<file path="config.mk">
export PLATFORM = sky130hd
export DESIGN_NAME = trng_vn_conditioner
export DESIGN_NICKNAME = d
export VERILOG_FILES = /design/src/rtl/trng_vn_conditioner.sv
export SDC_FILE = /design/constraint.sdc
export NUM_CORES = 1
export LEC_CHECK = 0
export BUFFER_PORTS_ARGS = -buffer_cell sky130_fd_sc_hd__buf_2
export CORE_ASPECT_RATIO = 0.8
export CORE_UTILIZATION = 57
export DETAILED_ROUTE_END_ITERATION = 7
export HOLD_SLACK_MARGIN = 0.06
export PLACE_DENSITY = 0.8
export SLEW_MARGIN = 20
export SYNTH_ARGS = -nofsm -noshare
export SYNTH_HDL_FRONTEND = slang
export SYNTH_SLANG_ARGS = --single-unit
</file>
<file path="constraint.sdc">
create_clock -name clk -period 2.2 [get_ports clk]
set_clock_uncertainty 0.2 [all_clocks]
set_input_delay 0.22 -clock clk [delete_from_list [all_inputs] [get_ports clk]]
set_output_delay 0.22 -clock clk [all_outputs]
set_load 0.005 [all_outputs]
</file>
<file path="src/rtl/trng_vn_conditioner.sv">
// Von Neumann debiasing, byte packing and repetition-count health test for
// the SR-latch entropy source; bytes leave on a valid/ready interface.
module trng_vn_conditioner #(
    parameter int unsigned RCT_CUTOFF = 32,
    parameter int unsigned DROP_W     = 8
) (
    input  logic              clk,
    input  logic              rst_n,
    input  logic              en,
    input  logic              raw_bit,
    input  logic              raw_valid,
    input  logic              health_clr,
    output logic [7:0]        out_data,
    output logic              out_valid,
    input  logic              out_ready,
    output logic              health_fail,
    output logic [DROP_W-1:0] drop_count
);

    localparam logic [7:0] CUTOFF = 8'(RCT_CUTOFF);

    logic       accept;
    logic       pair_vld, pair_bit;
    logic       have_last, last_bit;
    logic [7:0] rep_cnt;
    logic       emit_vld, emit_bit;
    logic [2:0] bit_cnt;
    logic [7:0] shreg;
    logic [7:0] full_byte;
    logic       pack_bit, byte_done, load;

    assign accept = en & raw_valid & ~health_clr;

    // Pair flag and first half of the pair; a disabled cycle abandons the half-pair.
    always_ff @(posedge clk or negedge rst_n) begin
        if (!rst_n) begin
            pair_vld <= 1'b0;
            pair_bit <= 1'b0;
        end else if (health_clr || !en) begin
            pair_vld <= 1'b0;
        end else if (accept) begin
            if (!pair_vld) begin
                pair_vld <= 1'b1;
                pair_bit <= raw_bit;
            end else begin
                pair_vld <= 1'b0;
            end
        end
    end

    // Corrector output stage: the emitted bit equals the first bit of an unequal pair.
    always_ff @(posedge clk or negedge rst_n) begin
        if (!rst_n) begin
            emit_vld <= 1'b0;
            emit_bit <= 1'b0;
        end else begin
            emit_vld <= accept & pair_vld & (pair_bit != raw_bit);
            emit_bit <= pair_bit;
        end
    end

    always_ff @(posedge clk or negedge rst_n) begin
        if (!rst_n) begin
            have_last <= 1'b0;
            last_bit  <= 1'b0;
            rep_cnt   <= '0;
        end else if (health_clr) begin
            have_last <= 1'b0;
            rep_cnt   <= '0;
        end else if (accept) begin
            have_last <= 1'b1;
            last_bit  <= raw_bit;
            if (have_last && (raw_bit == last_bit))
                rep_cnt <= (rep_cnt == '1) ? rep_cnt : rep_cnt + 8'd1;
            else
                rep_cnt <= 8'd1;
        end
    end

    always_ff @(posedge clk or negedge rst_n) begin
        if (!rst_n)
            health_fail <= 1'b0;
        else if (health_clr)
            health_fail <= 1'b0;
        else if (rep_cnt >= CUTOFF)
            health_fail <= 1'b1;
    end

    // Bits emitted while the source is flagged are discarded at the packer.
    assign pack_bit  = emit_vld & ~health_fail & ~health_clr;
    assign byte_done = pack_bit & (bit_cnt == 3'd7);
    assign load      = byte_done & (~out_valid | out_ready);

    always_comb begin
        full_byte          = shreg;
        full_byte[bit_cnt] = emit_bit;
    end

    always_ff @(posedge clk or negedge rst_n) begin
        if (!rst_n) begin
            bit_cnt <= '0;
            shreg   <= '0;
        end else if (health_clr) begin
            bit_cnt <= '0;
            shreg   <= '0;
        end else if (pack_bit) begin
            shreg[bit_cnt] <= emit_bit;
            bit_cnt        <= bit_cnt + 3'd1;
        end
    end

    always_ff @(posedge clk or negedge rst_n) begin
        if (!rst_n) begin
            out_data  <= '0;
            out_valid <= 1'b0;
        end else if (load) begin
            out_data  <= full_byte;
            out_valid <= 1'b1;
        end else if (out_valid && out_ready) begin
            out_valid <= 1'b0;
        end
    end

    always_ff @(posedge clk or negedge rst_n) begin
        if (!rst_n)
            drop_count <= '0;
        else if (byte_done && !load && (drop_count != '1))
            drop_count <= drop_count + {{(DROP_W-1){1'b0}}, 1'b1};
    end

endmodule

</file>
* Word level (Yosys, flattened, before mapping)
Index checks and enable logic that the tools add are counted.
Operators by class: add/sub/neg operators 3, magnitude comparators 3, eq/ne operators 6, mux-type cells 20, bitwise logic cells 14, reductions and logical operators 16
Operators by type and width (count):
- $mux W8 | 6
- $add A8 B1 Y8 const B | 2
- $mux W1 | 10
- $reduce_bool A2 Y1 | 5
- $and A1 B1 Y1 | 8
- $bwmux W8 | 1
- $eq A8 B8 Y1 const B | 1
- $ge A8 B6 Y1 const B | 1
- $ne A8 B8 Y1 const B | 1
- $mux W3 | 2
- $logic_and A1 B1 Y1 | 5
- $not A1 Y1 | 5
- $lt A3 B4 Y1 const B | 1
- $reduce_and A2 Y1 | 2
- $add A3 B1 Y3 const B | 1
- $demux W1 S3 | 1
- $eq A3 B3 Y1 const B | 1
- $ge A3 B1 Y1 const B | 1
- $ne A3 B3 Y1 const B | 1
- $reduce_and A3 Y1 | 1
- $logic_not A1 Y1 | 2
- $eq A1 B1 Y1 | 1
- $logic_or A1 B1 Y1 | 1
- $ne A1 B1 Y1 | 1
- $or A1 B1 Y1 | 1
Word-level totals: register bits after elaboration 43, input bits 7, output and inout bits 18, logic and storage cells 75

* Depth between registers and ports, before layout
Gate-level depths: netlist of run 1.
depth in word-level cells 8, depth in mapped cells 7, depth with buffers taken out 6

* Worst setup path after synthesis of run 1
Ideal clock, no wire load.
path kind register to register, from register drop_count[0], to register drop_count[1], arrival time 1.561 ns, data required time 1.875 ns, setup slack 0.314 ns, stages on the path, launching flop included 5, buffers on the path 0, period minus slack after synthesis 1.886 ns, cells stage by stage dfrtp_1 > ha_1 > and3_4 > a311oi_4 > mux2_2
Between the ends: longest elaborated chain between the ends 2, elaborated cells on any way between the ends 3
RTL lines:
- from (decl) | RTL line 17 | output logic [DROP_W-1:0] drop_count
- from (signal assigned) | RTL line 128 | drop_count <= drop_count + {{(DROP_W-1){1'b0}}, 1'b1};
- parallel branches: the longest is 2 deep, another holds $add A8 B1 Y8
Parallel ways; which one is timed is not known. A chain may end at the register's enable or synchronous reset.

* Worst setup path after layout of run 1
from input port health_clr, to register drop_count[1]
Between the ends: longest elaborated chain between the ends 7
RTL lines:
- from (decl) | RTL line 12 | input logic health_clr,
- $not A1 Y1 (no source line) (*)
- $and A1 B1 Y1 (*) | RTL line 90 | assign pack_bit = emit_vld & ~health_fail & ~health_clr;
- $and A1 B1 Y1 (*) | RTL line 91 | assign byte_done = pack_bit & (bit_cnt == 3'd7);
- $and A1 B1 Y1 | RTL line 92 | assign load = byte_done & (~out_valid | out_ready);
- $logic_not A1 Y1 | RTL line 127 | else if (byte_done && !load && (drop_count != '1))
- $logic_and A1 B1 Y1 (*) (2 in series) | RTL line 127
Every way passes the cells marked *; elsewhere a longest branch is shown, timed or not.

==> results of run 1 <==
## worst min path at each step
stage	cells after the start	endpoint	slack (ns)	startpoint
2_1_floorplan	0	bit_cnt[0]	-0.28	rst_n
3_3_place_gp	2	shreg[6]	0.12	rst_n
3_5_place_dp	2	shreg[6]	0.12	rst_n
4_1_cts	3	pair_vld	0.06	raw_valid
5_1_grt	3	pair_vld	0.09	raw_valid
6_report	3	pair_vld	0.08	raw_valid
## worst reg2reg max path: stages (launching register included)
cell       delay [ns]
dfrtp_1          0.37
ha_1             0.15
ha_1             0.19
nand4bb_4        0.15
a311oi_4         0.47
mux2_2           0.38
## stage by stage
stage	cell area [um2]	cells
floorplan	2080	198
global placement	2260	261
detailed placement	2260	261
CTS	2430	274
global route	2430	274
finish	2430	274
## layer usage
| metal | track usage | vias to the layer above |
|---|---|---|
| met5 | 0 | - |
| met3 | 0.0670 | 6 |
| met2 | 0.411 | 44 |
| met4 | 0.0962 | 0 |
| li1 | - | 769 |
| met1 | 0.292 | 774 |
## power by group through the flow
stage / Combinational [mW] / Sequential, mW / Clock (mW)
3_5_place_dp: 0.0968 / 0.847 / 0
3_3_place_gp: 0.0924 / 0.844 / 0
4_1_cts: 0.105 / 0.832 / 0.643
2_1_floorplan: 0.0652 / 0.834 / 0
6_report: 0.104 / 0.832 / 0.632
5_1_grt: 0.117 / 0.835 / 0.671
## cells in the final DEF (no fill, tap or decap), drive strengths merged, types with 4 or more instances in the layout
cell and n:
nand4 4, xnor2 7, nor2 22, and3 4, nor3 4, dfrtp 43
nand2b 4, ha 5, clkbuf 6, buf 30, mux2i 10, dlygate4sd3 5
nand3 7, inv 4, a211oi 8, o21ai 11, nand2 20, a21oi 8
mux2 4
## repair_timing
| action | CTS | global route |
|---|---|---|
| endpoints found under the hold margin | 48 | 0 |
| hold buffers | 5 | 0 |
| setup buffers | 0 | 0 |
## area by class of cell
| class | instances | area (um2) |
|---|---|---|
| repair buffers | 35 | 215 |
| clock inverters | 2 | 35.0 |
| well taps | 42 | 52.6 |
| multi-input cells | 142 | 950 |
| clock buffers | 6 | 82.6 |
| inverters | 4 | 15.0 |
| fillers | 274 | 1020 |
| flip-flops and latches | 43 | 1080 |
## registers in the layout (all words and copies together) (netlist names)
name	cells
bit_cnt	3
drop_count	8
emit_bit	1
emit_vld	1
have_last	1
health_fail	1
last_bit	1
out_data	8
out_valid	1
pair_bit	1
pair_vld	1
rep_cnt	8
shreg	8
## logic make-up after synthesis
kind of cell | synth area share
XOR/XNOR | 0.0422
AO/OA/AOI/OAI | 0.130
AND/OR/NAND/NOR | 0.185
adder cells (fa/ha/maj) | 0.0301
flip-flops | 0.518
multiplexers | 0.0699
buffers and inverters | 0.0247
==> impl_metrics.env, run 1 <==
export IMPL_achievable_frequency_mhz=490
export IMPL_status="complete, no violations"
export IMPL_core_rowCount=19
export IMPL_yosysWarningCount=0
export IMPL_wire_per_inst_um=14.7
export IMPL_floorplan_die_width_um=69.5
export IMPL_hold_vio_cnt_final=0
export IMPL_cp_endpoint="drop_count[1]"
export IMPL_reg2reg_slack_ns=0.17
export IMPL_worstRegToRegCells=5
export IMPL_yosys_area_top_type_share=0.518
export IMPL_min_period_ns=2.04
export IMPL_combinational_fraction_of_design_power=0.066
export IMPL_route_layer_met1_wl_mm=1.77
export IMPL_worstReg2RegStart="bit_cnt[1]"
export IMPL_synth_most_common_cell="dfrtp_1"
export IMPL_syn_num_nets=210
export IMPL_synth_seq_cells=43
export IMPL_maxCapViolCount=0
export IMPL_cp_buf_inv_count=2
export IMPL_netlist_top_cells_count="dfrtp_1 (43), nor2_1 (22), nand2_1 (20), o21ai_0 (11), mux2i_1 (10)"
export IMPL_synth_cell_area_um2=2080
export IMPL_p_clk_frac=0.403
export IMPL_floorplan_die_area_um2=3890
export IMPL_gpl_final_weighted_congestion=0.808
export IMPL_antenna_diode_count=0
export IMPL_synthToLayoutAreaGrowth_pct=16.8
export IMPL_ys_async_sr_fraction=1.00
export IMPL_timing_final_setup_violations=0
export IMPL_crit_path_capture_type="flop"
export IMPL_setup_worst_path_class="input pin to flop"
export IMPL_grt_pass1_wl_mm=7.23
export IMPL_ys_seq_area_frac=0.518
export IMPL_final_layout_size_suffix_gt1_frac=0.198
export IMPL_power_leakage_nw=1.15
export IMPL_drcViolationCount=0
export IMPL_postSynth_topFlopCell="dfrtp_1"
export IMPL_power_sequential_fraction=0.531
export IMPL_route_top_layer_used="met4"
export IMPL_post_cts_resize_count=0
export IMPL_gr_usage_all_layers=0.241
export IMPL_worst_path_stages=5
export IMPL_finalHoldWorstSlack_ns=0.0780
export IMPL_grt_pass1_vias=1635
export IMPL_met3_wirelength_um=176
export IMPL_crit_reg2reg_capture="drop_count[1]"
export IMPL_final_nets=243
export IMPL_drtIter0Drc=75
export IMPL_cellInternalPower_mw=1.22
export IMPL_post_synth_cell_area_avg_um2=10.5
export IMPL_postSynthCellCount=198
export IMPL_gr_total_overflow=0
export IMPL_dp_hpwl_mm=2.82
export IMPL_cts_root_buffer_cell="clkbuf_8"
export IMPL_grt_start_max_net_pins=44
export IMPL_dr_pass1_iters=4
export IMPL_via_per_inst=5.81
export IMPL_cts_buffers_inserted=5
export IMPL_startpoint_type="input pin"
export IMPL_floorplan_core_area_um2=3450
export IMPL_gate_family_responsible_for_the_most_delay_along_the_worst_path="buffers and inverters"
export IMPL_worst_path_largest_cell_delay_ns=0.53
export IMPL_buffer_ports_inserted=24
export IMPL_antenna_violations_before_repair=0
export IMPL_maxSlewViolCount=0
export IMPL_normalized_max_slew_margin=0.640
export IMPL_grt_setup_unrepaired="no"
export IMPL_path_cells="dlygate4sd3_1 > buf_2 > nand4bb_4 > a311oi_4 > mux2_2"
export IMPL_synth_area_leader_cell="dfrtp_1"
export IMPL_count_of_flip_flops_with_a_built_in_enable_after_synthesis=0
export IMPL_dp_worst_setup_slack_ns=0.198
export IMPL_cts_sink_count=43
export IMPL_worst_skew_pair_late_latency_ns=0.29
export IMPL_htree_levels=2
export IMPL_synth_cell_types=37
export IMPL_via_count=1593
export IMPL_crit_required_ns=2.18
export IMPL_final_core_utilization=0.704
export IMPL_clock_path_buffers=2
export IMPL_worst_slew_pin_transition_ns=0.540
export IMPL_met2_length_mm=2.03
export IMPL_timing_critical_path_slowest_stage_cell="dlygate4sd3_1"
export IMPL_netSwitchingPower_uw=347
export IMPL_cts_tree="done"
export IMPL_timing_critical_path_arrival_ns=2.03
export IMPL_p_per_area_nw_per_um2=646
export IMPL_wl_mm=4.03
export IMPL_clk_transition_reported_paths_ns=0.08
export IMPL_die_height_um=56.0
export IMPL_worstPathMaxFanout=10
export IMPL_top_level_ports=25
export IMPL_largest_cells_by_area_after_synthesis="dfrtp_1 (52%), mux2i_1 (4.8%), nor2_1 (4.0%), nand2_1 (3.6%), ha_1 (3.0%)"
export IMPL_timing_setup_tns_ns=0
export IMPL_final_critical_path_setup_slack_ns=0.157
export IMPL_detail_route_antenna_nets=0
export IMPL_worstSetupStartpoint="health_clr"
export IMPL_worstHoldPathType="input pin to flop"
export IMPL_switching_share=0.221
export IMPL_report_power_total_mw=1.57
export IMPL_irDropWorstVdd_mv=0.537
export IMPL_fin_crit_sh=0.929
export IMPL_initial_utilization=0.603
No activity file was read; power rests on OpenSTA's default activity.
==> inputs of run 2 (changes only) <==
--- a/config.mk
+++ b/config.mk
@@ -10,7 +10,7 @@
 export CORE_UTILIZATION = 57
 export DETAILED_ROUTE_END_ITERATION = 7
 export HOLD_SLACK_MARGIN = 0.06
-export PLACE_DENSITY = 0.8
+export PLACE_DENSITY = 0.86
 export SLEW_MARGIN = 20
 export SYNTH_ARGS = -nofsm -noshare
 export SYNTH_HDL_FRONTEND = slang
==> impl_metrics.env, run 2 (synthesis results as in run 1) <==
export IMPL_drcViolationCount=0
export IMPL_timing_critical_path_arrival_ns=2.01
export IMPL_htree_levels=2
export IMPL_timing_critical_path_slowest_stage_cell="a311oi_4"
export IMPL_floorplan_core_area_um2=3450
export IMPL_buffer_ports_inserted=24
export IMPL_timing_final_setup_violations=0
export IMPL_gr_total_overflow=0
export IMPL_worstHoldPathType="input pin to flop"
export IMPL_die_height_um=56.0
export IMPL_final_nets=241
export IMPL_post_cts_setup_buffer_count=0
export IMPL_grt_start_max_net_pins=44
export IMPL_dp_worst_setup_slack_ns=0.161
export IMPL_path_cells="ha_1 > ha_1 > nand4bb_4 > a311oi_4 > mux2_2"
export IMPL_final_common_cell="dfrtp_1"
export IMPL_route_top_layer_used="met4"
export IMPL_min_period_ns=2.04
export IMPL_gr_usage_all_layers=0.214
export IMPL_top_level_ports=25
export IMPL_gpl_final_weighted_congestion=0.877
export IMPL_cp_buf_inv_count=0
export IMPL_grt_setup_unrepaired="no"
export IMPL_core_rowCount=19
export IMPL_switching_share=0.226
export IMPL_power_sequential_fraction=0.605
export IMPL_crit_required_ns=2.16
export IMPL_cts_buffers_inserted=5
export IMPL_route_layer_met1_wl_mm=1.76
export IMPL_detail_route_antenna_nets=0
export IMPL_wl_mm=3.87
export IMPL_cpMostUsedCell="ha_1"
export IMPL_detailed_place_area_um2=2260
export IMPL_power_leakage_nw=1.11
export IMPL_worst_path_largest_cell_delay_ns=0.48
export IMPL_clock_path_buffers=2
export IMPL_drtIter0Drc=127
export IMPL_gate_family_responsible_for_the_most_delay_along_the_worst_path="compound AO/OA/AOI/OAI gates"
export IMPL_maxCapViolCount=0
export IMPL_worst_skew_pair_late_latency_ns=0.28
export IMPL_final_core_utilization=0.685
export IMPL_crit_path_capture_type="flop"
export IMPL_p_per_area_nw_per_um2=581
export IMPL_layout_common_cells="dfrtp_1 (43), buf_2 (24), nor2_1 (22), nand2_1 (20), o21ai_0 (11)"
export IMPL_cts_sink_count=43
export IMPL_p_clk_frac=0.322
export IMPL_initial_utilization=0.603
export IMPL_met2_length_mm=1.85
export IMPL_startpoint_type="flop"
export IMPL_antenna_diode_count=0
export IMPL_cts_tree="done"
export IMPL_netSwitchingPower_uw=310
export IMPL_via_count=1583
export IMPL_clk_transition_reported_paths_ns=0.07
export IMPL_dr_pass1_iters=4
export IMPL_grt_pass1_wl_mm=6.55
export IMPL_via_per_inst=5.86
export IMPL_achievable_frequency_mhz=489
export IMPL_maxSlewViolCount=0
export IMPL_grt_pass1_vias=1478
export IMPL_normalized_max_slew_margin=0.649
export IMPL_dp_hpwl_mm=2.65
export IMPL_cts_root_buffer_cell="clkbuf_8"
export IMPL_status="complete, no violations"
export IMPL_final_layout_size_suffix_gt1_frac=0.189
export IMPL_post_cts_resize_count=0
export IMPL_timing_setup_tns_ns=0
export IMPL_met3_wirelength_um=229
export IMPL_irDropWorstVdd_mv=0.337
export IMPL_final_cell_count_no_fill=270
export IMPL_post_route_cell_area_um2=2360
export IMPL_final_critical_path_setup_slack_ns=0.157
export IMPL_post_place_cells=261
export IMPL_hold_vio_cnt_final=0
export IMPL_floorplan_die_width_um=69.5
export IMPL_setup_worst_path_class="flop to flop"
export IMPL_fin_crit_sh=0.929
export IMPL_cellInternalPower_mw=1.06
export IMPL_combinational_fraction_of_design_power=0.073
export IMPL_worst_slew_pin_transition_ns=0.526
export IMPL_synthToLayoutAreaGrowth_pct=13.7
export IMPL_worstPathMaxFanout=8
export IMPL_antenna_violations_before_repair=0
export IMPL_floorplan_die_area_um2=3890
export IMPL_wire_per_inst_um=14.3
==> run 2: changes by cell type in the layout (fill, tap and decap cells not counted), sizes merged <==
cell,change
bufinv,-1
dlygate4sd3,-2
clkinv,-1
==> run 2: what timing repair did <==
action / 4_1_cts / 5_1_grt
endpoints found under the hold margin: 46 / 0
hold buffers: 3 / 0
setup endpoints to repair: 0 / 0
==> run 2: worst paths after layout <==
kind	cells past startpoint	end	start	slack, ns
min in group asynchronous	3	shreg[7]	rst_n	0.35
max reg2reg	5	drop_count[1]	bit_cnt[0]	0.16
max	5	drop_count[1]	bit_cnt[0]	0.16
max in group asynchronous	3	bit_cnt[0]	rst_n	1.09
min reg2reg	0	emit_bit	pair_bit	0.24
min	2	rep_cnt[3]	health_clr	0.08
==> run 2: layer usage <==
| metal | vias up | track usage |
|---|---|---|
| li1 | 758 | - |
| met1 | 758 | 0.287 |
| met2 | 61 | 0.344 |
| met3 | 6 | 0.0543 |
| met4 | 0 | 0.0700 |
| met5 | - | 0 |
==> run 2: stage by stage <==
| stage | hold slack (ns) | power, mW |
|---|---|---|
| final | 0.0801 | 1.37 |
| after global routing | 0.0885 | 1.43 |
| after CTS | 0.0647 | 1.39 |
| after detailed placement | 0.125 | 0.942 |
| after global placement | 0.120 | 0.939 |
| after floorplan | -0.276 | 0.899 |
==> run 2: cell type report <==
class,count,area [um2]
fill,245,1090
clock buffer,6,72.6
tap,42,52.6
inverter,4,15.0
multi-input combinational,142,950
sequential,43,1080
timing repair buffer,33,195
==> run 2: power groups by stage <==
| stage | combinational (mW) | clock, mW | sequential [mW] |
|---|---|---|---|
| final | 0.100 | 0.442 | 0.831 |
| after global routing | 0.112 | 0.487 | 0.834 |
| after CTS | 0.101 | 0.457 | 0.830 |
| after detailed placement | 0.0961 | 0 | 0.846 |
| after global placement | 0.0938 | 0 | 0.845 |
| after floorplan | 0.0652 | 0 | 0.834 |
==> run 2: worst register-to-register path, cell delays in order (launching register included) <==
cell and delay (ns):
dfrtp_1 0.36, ha_1 0.15, ha_1 0.19, nand4bb_4 0.15, a311oi_4 0.48, mux2_2 0.40
==> inputs of run 3 (changes only) <==
--- a/config.mk
+++ b/config.mk
@@ -9,7 +9,7 @@
 export CORE_ASPECT_RATIO = 0.8
 export CORE_UTILIZATION = 57
 export DETAILED_ROUTE_END_ITERATION = 7
-export HOLD_SLACK_MARGIN = 0.06
+export HOLD_SLACK_MARGIN = 0.15
 export PLACE_DENSITY = 0.86
 export SLEW_MARGIN = 20
 export SYNTH_ARGS = -nofsm -noshare
==> impl_metrics.env, run 3 (synthesis results as in run 1) <==
export IMPL_post_cts_setup_buffer_count=0
export IMPL_drtIter0Drc=118
export IMPL_dp_worst_setup_slack_ns=0.161
export IMPL_maxCapViolCount=0
export IMPL_floorplan_core_area_um2=3450
export IMPL_final_layout_size_suffix_gt1_frac=0.186
export IMPL_path_cells="dlygate4sd3_1 > buf_2 > nand4bb_4 > a311oi_4 > mux2_2"
export IMPL_via_count=1597
export IMPL_detail_route_antenna_nets=0
export IMPL_grt_pass1_wl_mm=6.64
export IMPL_timing_setup_tns_ns=0
export IMPL_worstRegToRegCells=5
export IMPL_final_nets=244
export IMPL_top_level_ports=25
export IMPL_cts_sink_count=43
export IMPL_wire_per_inst_um=14.5
export IMPL_worst_slew_pin_transition_ns=0.528
export IMPL_grt_setup_unrepaired="no"
export IMPL_antenna_diode_count=0
export IMPL_reg2reg_slack_ns=0.15
export IMPL_timing_critical_path_slowest_stage_cell="dlygate4sd3_1"
export IMPL_p_per_area_nw_per_um2=577
export IMPL_irDropWorstVdd_mv=0.338
export IMPL_report_power_total_mw=1.38
export IMPL_timing_final_setup_violations=0
export IMPL_worst_path_largest_cell_delay_ns=0.54
export IMPL_cts_root_buffer_cell="clkbuf_8"
export IMPL_status="complete, no violations"
export IMPL_maxSlewViolCount=0
export IMPL_grt_pass1_vias=1519
export IMPL_fin_crit_sh=0.975
export IMPL_gr_usage_all_layers=0.217
export IMPL_worstHoldPathType="input pin to flop"
export IMPL_drcViolationCount=0
export IMPL_floorplan_die_area_um2=3890
export IMPL_final_common_cell="dfrtp_1"
export IMPL_wl_mm=3.95
export IMPL_via_per_inst=5.85
export IMPL_die_height_um=56.0
export IMPL_crit_required_ns=2.17
export IMPL_synthToLayoutAreaGrowth_pct=15.1
export IMPL_setup_worst_path_class="input pin to flop"
export IMPL_gate_family_responsible_for_the_most_delay_along_the_worst_path="buffers and inverters"
export IMPL_normalized_max_slew_margin=0.648
export IMPL_crit_reg2reg_capture="drop_count[1]"
export IMPL_final_core_utilization=0.694
export IMPL_min_from="out_ready"
export IMPL_final_critical_path_setup_slack_ns=0.0560
export IMPL_gr_total_overflow=0
export IMPL_buffer_ports_inserted=24
export IMPL_finalHoldWorstSlack_ns=0.158
export IMPL_cts_tree="done"
export IMPL_grt_start_max_net_pins=44
export IMPL_power_leakage_nw=1.13
export IMPL_antenna_violations_before_repair=0
export IMPL_gpl_final_weighted_congestion=0.877
export IMPL_whs_path_depth=3
export IMPL_cp_buf_inv_count=2
export IMPL_clock_path_buffers=2
export IMPL_layout_common_cells="dfrtp_1 (43), buf_2 (24), nor2_1 (22), nand2_1 (20), o21ai_0 (11)"
export IMPL_achievable_frequency_mhz=466
export IMPL_startpoint_type="input pin"
export IMPL_hold_path_endpoint="out_valid"
export IMPL_core_rowCount=19
export IMPL_min_period_ns=2.14
export IMPL_clk_transition_reported_paths_ns=0.07
export IMPL_worst_skew_pair_late_latency_ns=0.28
export IMPL_timing_critical_path_arrival_ns=2.11
export IMPL_dr_pass1_iters=4
export IMPL_crit_path_capture_type="flop"
export IMPL_dp_hpwl_mm=2.65
export IMPL_worstReg2RegStart="bit_cnt[0]"
export IMPL_floorplan_die_width_um=69.5
export IMPL_initial_utilization=0.603
export IMPL_worstPathMaxFanout=13
export IMPL_hold_vio_cnt_final=0
export IMPL_cts_buffers_inserted=5
export IMPL_htree_levels=2
-- run 3: changes by cell type in the layout (fill, tap and decap cells not counted) --
cell / before / now
dlygate4sd3_1: 3 / 6
-- run 3: worst max path at each step --
stage / startpoint / end / slack [ns] / depth (start not counted)
2_1_floorplan: drop_count[0] / drop_count[1] / 0.31 / 4
3_3_place_gp: bit_cnt[0] / drop_count[1] / 0.24 / 5
3_5_place_dp: bit_cnt[0] / drop_count[1] / 0.16 / 5
4_1_cts: health_clr / drop_count[1] / 0.08 / 5
5_1_grt: health_clr / drop_count[6] / 0.03 / 6
6_report: health_clr / drop_count[1] / 0.06 / 5
-- run 3: area by class of cell --
cell class	instances	area, um2
flip-flops and latches	43	1080
fillers	242	1060
multi-input cells	142	950
repair buffers	36	225
clock buffers	6	72.6
well taps	42	52.6
inverters	4	15.0
-- run 3: what timing repair did --
| item | in CTS | in global routing |
|---|---|---|
| resized for setup | 0 | 0 |
| hold endpoints to repair | 50 | 0 |
| hold buffers | 6 | 0 |
-- run 3: per-layer routing --
layer / up-vias / share of wire / global-route usage
met3: 4 / 0.060 / 0.0616
li1: 767 / - / -
met5: - / 0 / 0
met4: 0 / 0.0081 / 0.0758
met2: 62 / 0.47 / 0.350
met1: 764 / 0.46 / 0.284
-- run 3: worst reg2reg max path, cell delays in order (launching register included) --
cell and delay [ns]:
dfrtp_1 0.36, ha_1 0.15, ha_1 0.19, nand4bb_4 0.15
a311oi_4 0.49, mux2_2 0.40
-- run 3: stage by stage --
stage                     cells  cell area, um2
after detailed placement    261            2260
after global routing        273            2390
after floorplan             198            2080
after global placement      261            2260
after CTS                   273            2390
final                       273            2390
-- run 3: report_power, final --
part | leakage (nW) | switching, mW | internal (mW)
clock | 0.0371 | 0.231 | 0.212
sequential | 0.591 | 0.0228 | 0.808
combinational | 0.500 | 0.0586 | 0.0466
total | 1.13 | 0.313 | 1.07
